## src/rtl/furv_pkg.sv

```systemverilog
// rtl/furv_pkg.sv - shared types and constants for the furv Wishbone bridge
package furv_pkg;

  localparam int ADR_W = 30;
  localparam int DAT_W = 32;
  localparam int SEL_W = 4;

  localparam logic [DAT_W-1:0] ERR_DATA_DEFAULT = 32'hFFFF_FFFF;

  typedef enum logic [1:0] {
    IDLE,
    REQ,
    RESP
  } bus_state_t;

  // Counter width able to hold TIMEOUT, never narrower than one bit.
  function automatic int timer_width(input int timeout);
    int w;
    w = $clog2(timeout + 1);
    return (w < 1) ? 1 : w;
  endfunction

endpackage

```

## src/rtl/furv_bus_timer.sv

```systemverilog
// rtl/furv_bus_timer.sv - saturating wait-cycle counter with timeout flag
module furv_bus_timer
  import furv_pkg::*;
#(
  parameter int TIMEOUT = 255
) (
  input  logic clk,
  input  logic rst,
  input  logic clear,
  input  logic enable,
  output logic expired
);

  localparam int W = timer_width(TIMEOUT);
  localparam logic [W-1:0] LIMIT = W'((TIMEOUT == 0) ? 0 : TIMEOUT - 1);

  logic [W-1:0] count;

  always_ff @(posedge clk) begin
    if (rst || clear) begin
      count <= '0;
    end else if (enable && (count != '1)) begin
      count <= count + 1'b1;
    end
  end

  // Expired during the last permitted REQ cycle, so the abort lands at its end.
  assign expired = (TIMEOUT != 0) && (count == LIMIT);

endmodule

```

## src/rtl/furv_wb_bridge.sv

```systemverilog
// rtl/furv_wb_bridge.sv - furv data port to Wishbone classic single-cycle bridge
module furv_wb_bridge
  import furv_pkg::*;
#(
  parameter int               TIMEOUT  = 255,
  parameter logic [DAT_W-1:0] ERR_DATA = ERR_DATA_DEFAULT
) (
  input  logic             clk,
  input  logic             rst,
  input  logic             mem,
  input  logic             mem_write,
  input  logic [ADR_W-1:0] addr,
  input  logic [SEL_W-1:0] sel,
  input  logic [DAT_W-1:0] data_out,
  output logic [DAT_W-1:0] data_in,
  output logic             ack,
  output logic [ADR_W-1:0] wb_adr_o,
  output logic [DAT_W-1:0] wb_dat_o,
  output logic [SEL_W-1:0] wb_sel_o,
  output logic             wb_we_o,
  output logic             wb_cyc_o,
  output logic             wb_stb_o,
  input  logic [DAT_W-1:0] wb_dat_i,
  input  logic             wb_ack_i,
  input  logic             wb_err_i,
  input  logic             err_clr,
  output logic             bus_error,
  output logic [ADR_W-1:0] err_addr
);

  bus_state_t       state, state_n;
  logic [DAT_W-1:0] data_in_n, wb_dat_n;
  logic [ADR_W-1:0] wb_adr_n, err_addr_n;
  logic [SEL_W-1:0] wb_sel_n;
  logic             ack_n, wb_we_n, wb_cyc_n, wb_stb_n, bus_error_n;
  logic             timer_expired;

  furv_bus_timer #(
    .TIMEOUT(TIMEOUT)
  ) u_timer (
    .clk    (clk),
    .rst    (rst),
    .clear  (state != REQ),
    .enable (state == REQ),
    .expired(timer_expired)
  );

  always_comb begin
    state_n     = state;
    data_in_n   = data_in;
    wb_adr_n    = wb_adr_o;
    wb_dat_n    = wb_dat_o;
    wb_sel_n    = wb_sel_o;
    wb_we_n     = wb_we_o;
    wb_cyc_n    = wb_cyc_o;
    wb_stb_n    = wb_stb_o;
    err_addr_n  = err_addr;
    ack_n       = 1'b0;
    // A new failure below overrides a coincident clear.
    bus_error_n = bus_error & ~err_clr;

    case (state)
      IDLE: begin
        if (mem) begin
          wb_adr_n = addr;
          wb_dat_n = data_out;
          wb_sel_n = sel;
          wb_we_n  = mem_write;
          wb_cyc_n = 1'b1;
          wb_stb_n = 1'b1;
          state_n  = REQ;
        end
      end
      REQ: begin
        if (wb_err_i || (!wb_ack_i && timer_expired)) begin
          wb_cyc_n    = 1'b0;
          wb_stb_n    = 1'b0;
          data_in_n   = ERR_DATA;
          bus_error_n = 1'b1;
          err_addr_n  = wb_adr_o;
          ack_n       = 1'b1;
          state_n     = RESP;
        end else if (wb_ack_i) begin
          wb_cyc_n = 1'b0;
          wb_stb_n = 1'b0;
          if (!wb_we_o) begin
            data_in_n = wb_dat_i;
          end
          ack_n   = 1'b1;
          state_n = RESP;
        end
      end
      // mem is still held by the finishing instruction here and is ignored.
      RESP: begin
        state_n = IDLE;
      end
      default: begin
        state_n = IDLE;
      end
    endcase
  end

  always_ff @(posedge clk) begin
    if (rst) begin
      state     <= IDLE;
      data_in   <= '0;
      wb_adr_o  <= '0;
      wb_dat_o  <= '0;
      wb_sel_o  <= '0;
      wb_we_o   <= 1'b0;
      wb_cyc_o  <= 1'b0;
      wb_stb_o  <= 1'b0;
      ack       <= 1'b0;
      bus_error <= 1'b0;
      err_addr  <= '0;
    end else begin
      state     <= state_n;
      data_in   <= data_in_n;
      wb_adr_o  <= wb_adr_n;
      wb_dat_o  <= wb_dat_n;
      wb_sel_o  <= wb_sel_n;
      wb_we_o   <= wb_we_n;
      wb_cyc_o  <= wb_cyc_n;
      wb_stb_o  <= wb_stb_n;
      ack       <= ack_n;
      bus_error <= bus_error_n;
      err_addr  <= err_addr_n;
    end
  end

endmodule

```

## config.mk

```make
export PLATFORM = sky130hd
export DESIGN_NAME = furv_wb_bridge
export DESIGN_NICKNAME = d
export VERILOG_FILES = /design/src/rtl/furv_pkg.sv /design/src/rtl/furv_bus_timer.sv /design/src/rtl/furv_wb_bridge.sv
export SDC_FILE = /design/constraint.sdc
export NUM_CORES = 1
export LEC_CHECK = 0
export CORE_UTILIZATION = 46
export CTS_CLUSTER_DIAMETER = 30
export CTS_CLUSTER_SIZE = 20
export DETAILED_ROUTE_END_ITERATION = 7
export PLACE_DENSITY = 0.86
export SETUP_SLACK_MARGIN = 0.3
export SYNTH_ARGS = -nofsm -noshare
export SYNTH_HDL_FRONTEND = slang
export SYNTH_SLANG_ARGS = --single-unit
```

## constraint.sdc

```tcl
create_clock -name clk -period 2.2 [get_ports clk]
set_input_delay 0.44 -clock clk [delete_from_list [all_inputs] [get_ports clk]]
set_output_delay 0.44 -clock clk [all_outputs]
set_load 0.05 [all_outputs]
```

==> implementation parameters <==
Parameter                              Value

Route
  DRT antenna net count    0
  Residual DRC    0
  Vias per cell    5.04
  Final WL    15400 um
  Starting DRT DRC Count    213
  Wirelength per Cell    15.3 um
  Number of vias after detailed routing    5094
  Drt pass-1 iters    4

Job
  Number of max-cap violations    0

Floorplanning
  Die width    113 um
  Height of the chip    113 um
  Ports placed on the boundary    238
  Core area    12000 sq um
  Floorplan die area    12800 sq um
  Row count    40
  Effective utilization at floorplan    47.3%

Yosys
  Share of flip-flops with an asynchronous set or reset after synthesis    0%
  Syn Area/Cell    9.00 sq um
  Dominant register cell in the synthesized netlist    dfxtp_1
  Number of distinct library cells after synthesis    38
  Cell area after synthesis    5680 sq um
  Mapped Cells    631
  Synthesis-stage register bit count    142
  Share of the synthesized area in the top cell type    50.0%
  Synth Warn #    0
  Post-synthesis sequential area ratio    50.0%
  Synth top area cells    dfxtp_1, nand2_1, nand2b_1, a211oi_2, a21oi_1
  Number of flops mapped to enable cells by yosys    0
  Post-synthesis net count    738
  Cell type contributing the most total cell area after synthesis    dfxtp_1

Worst setup path
  Startpoint kind of the worst setup timing path    flip-flop
  Highest-delay cell along the critical path    dlygate4sd2_1
  Crit path buf inv count    1
  Critical Path End Type    output port
  Required time at the worst-slack endpoint    1.76 ns
  Worst setup path start    wb_adr_o[25]
  Top Family by Delay on Critical Path    buffers and inverters
  Critical path cell sequence    dlygate4sd2_1
  Worst stage delay on the critical path    0.58 ns
  Reg2reg start    u_timer.count[4]
  Critical path arrival    1.35 ns
  Reg-to-reg slack, setup    0.48 ns
  Worst-path fanout max    3
  Critical path type    reg2out

STA
  Shortest clock period the worst path allows after layout    1.79 ns
  Final worst path period share    81.3%
  Clock skew after layout    0.00889 ns
  Total Negative Setup Slacks    0 ns
  Max-slew headroom    63.3%
  Unrepaired setup endpoints after global routing    no
  Number of pins with negative max-slew slack in the final report    0
  Final setup violating endpoints    0
  Transition time of the tightest slew-check pin    0.553 ns
  Maximum clock rate    0.559 GHz
  Final Hold Vio Count    0
  Min Hold Slack    0.444 ns

Pwr
  Worst vdd rail ir drop    0.584 mV
  Leakage    0.00370 uW
  Power Dens Cells    795 nW/um^2

GRT
  GRT Residual Overflow    0
  Initial antenna violation count    0
  Pin count of the biggest net entering global routing    56
  Global routing's busiest layer    met2
  Global-route usage over all layers    24.3%
  Met1 layer usage reported by global route    24.6%
  Number of global-route vias before repair    5112
  Global-route wire length before repair    24300 um
  Global-route track usage on met3    9.64%
  GR Layer Usage met2    44.1%

Layout
  Fraction of layout instances using a drive strength above 1    9.26%
  Leading cell types in the layout, fill and taps excluded    dfxtp_1, nand2_1, dlygate4sd2_1
  Diodes inserted    0
  Most common library cell in the layout ignoring fill and taps    dfxtp_1
  Number of nets in the layout    961
  Layout overhead on the synthesized area    49.3%

Worst hold path
  Hold Startpoint    rst
  Min-Delay Path Class    in2reg

Placed design
  Routability congestion estimate from global placement    0.835
  Total half-perimeter wirelength after legalization and detailed placement    10900 um
  IO Port Bufs    237

Clock tree
  Clock transition at path regs    0.05 ns
  H-tree levels    4
  CTS Root Buffer Type    clkbuf_16
  Quantity of hold-fixing buffers added after cts    0
  Number of clock buffers inserted by TritonCTS    17
  TritonCTS clock tree    done
  CTS max path bufs    2
  Worst-Skew Late Latency    0.42 ns
  Clock sinks    142

Outcome
  Run status    finished clean
==> worst paths after layout <==
| check | end | cells past startpoint |
|---|---|---|
| max | wb_adr_o[25] | 1 |
| min | wb_adr_o[22] | 2 |
| max reg2reg | err_addr[2] | 5 |
| min reg2reg | wb_dat_o[5] | 2 |
==> per-layer routing <==
| metal | routed length (um) | share of wire, % | vias up |
|---|---|---|---|
| met5 | 0 | 0 | - |
| met4 | 316 | 2.0 | 0 |
| met3 | 1290 | 8.4 | 35 |
| met2 | 7890 | 51 | 202 |
| met1 | 5920 | 38 | 2371 |
| li1 | - | - | 2486 |
==> power breakdown <==
part / internal [uW] / total, uW / switching, uW
logic: 446 / 1260 / 818
registers: 2710 / 2790 / 77.0
clock network: 1670 / 2690 / 1030
==> registers in the layout (all words and copies together) (netlist names) <==
signal         cells
bus_error          1
data_in           32
wb_dat_o          32
wb_stb_o           1
ack                1
err_addr          30
u_timer.count      8
wb_sel_o           4
state              2
wb_we_o            1
wb_adr_o          30
==> worst reg2reg max path, stage by stage, from the launching register on <==
cell and delay, ns:
dfxtp_1 0.41, nand2_1 0.17, nor4b_4 0.38, o21a_2 0.20, buf_12 0.22, mux2i_1 0.26
==> synthesized netlist by cell type, types with 2 or more instances <==
master         number
ha_1                2
nand2_1           138
dlygate4sd1_1       3
buf_6               7
o211ai_1            2
o21ai_0             4
clkbuf_1           22
nor2_1             43
a211oi_1            2
buf_8               3
clkbuf_8            2
a211oi_2           30
inv_1              33
a21oi_1            72
and2b_2             2
nand2b_1           63
and2_1              2
dfxtp_1           142
mux2i_1            30
buf_2               5
xor2_1              5
buf_1               3
==> repair_timing <==
| item | in CTS | in global routing |
|---|---|---|
| buffers inserted | 0 | 0 |
| setup endpoints to repair | 133 | 0 |
| resized for setup | 133 | 0 |
==> cell type report <==
class	instances	area [sq um]
clock buffers	21	450
clock inverters	8	93.8
fillers	932	3530
inverters	33	124
multi-input cells	410	2420
flip-flops and latches	142	2840
well taps	147	184
repair buffers	250	2360
==> stage by stage <==
stage	worst slack, ns	cell area [sq um]	std cells	utilization (%)	total power, uW
2_1_floorplan	0.457	5680	631	-	3660
3_3_place_gp	0.192	8110	982	67.5	4170
3_5_place_dp	0.121	8110	982	67.5	4200
4_1_cts	0.378	8480	1011	70.6	6790
5_1_grt	0.352	8480	1011	70.6	6980
6_report	0.411	8480	1011	70.6	6750
==> cell families after synthesis <==
logic type / after synthesis / synth area share, %
flip-flops: 142 / 50.0
AO/OA/AOI/OAI: 113 / 14.3
buffers and inverters: 79 / 7.53
multiplexers: 30 / 5.29
XOR/XNOR: 6 / 0.925
AND/OR/NAND/NOR: 259 / 21.4
adder cells (fa/ha/maj): 2 / 0.440
Note: power is estimated with default switching activity, not from simulation.
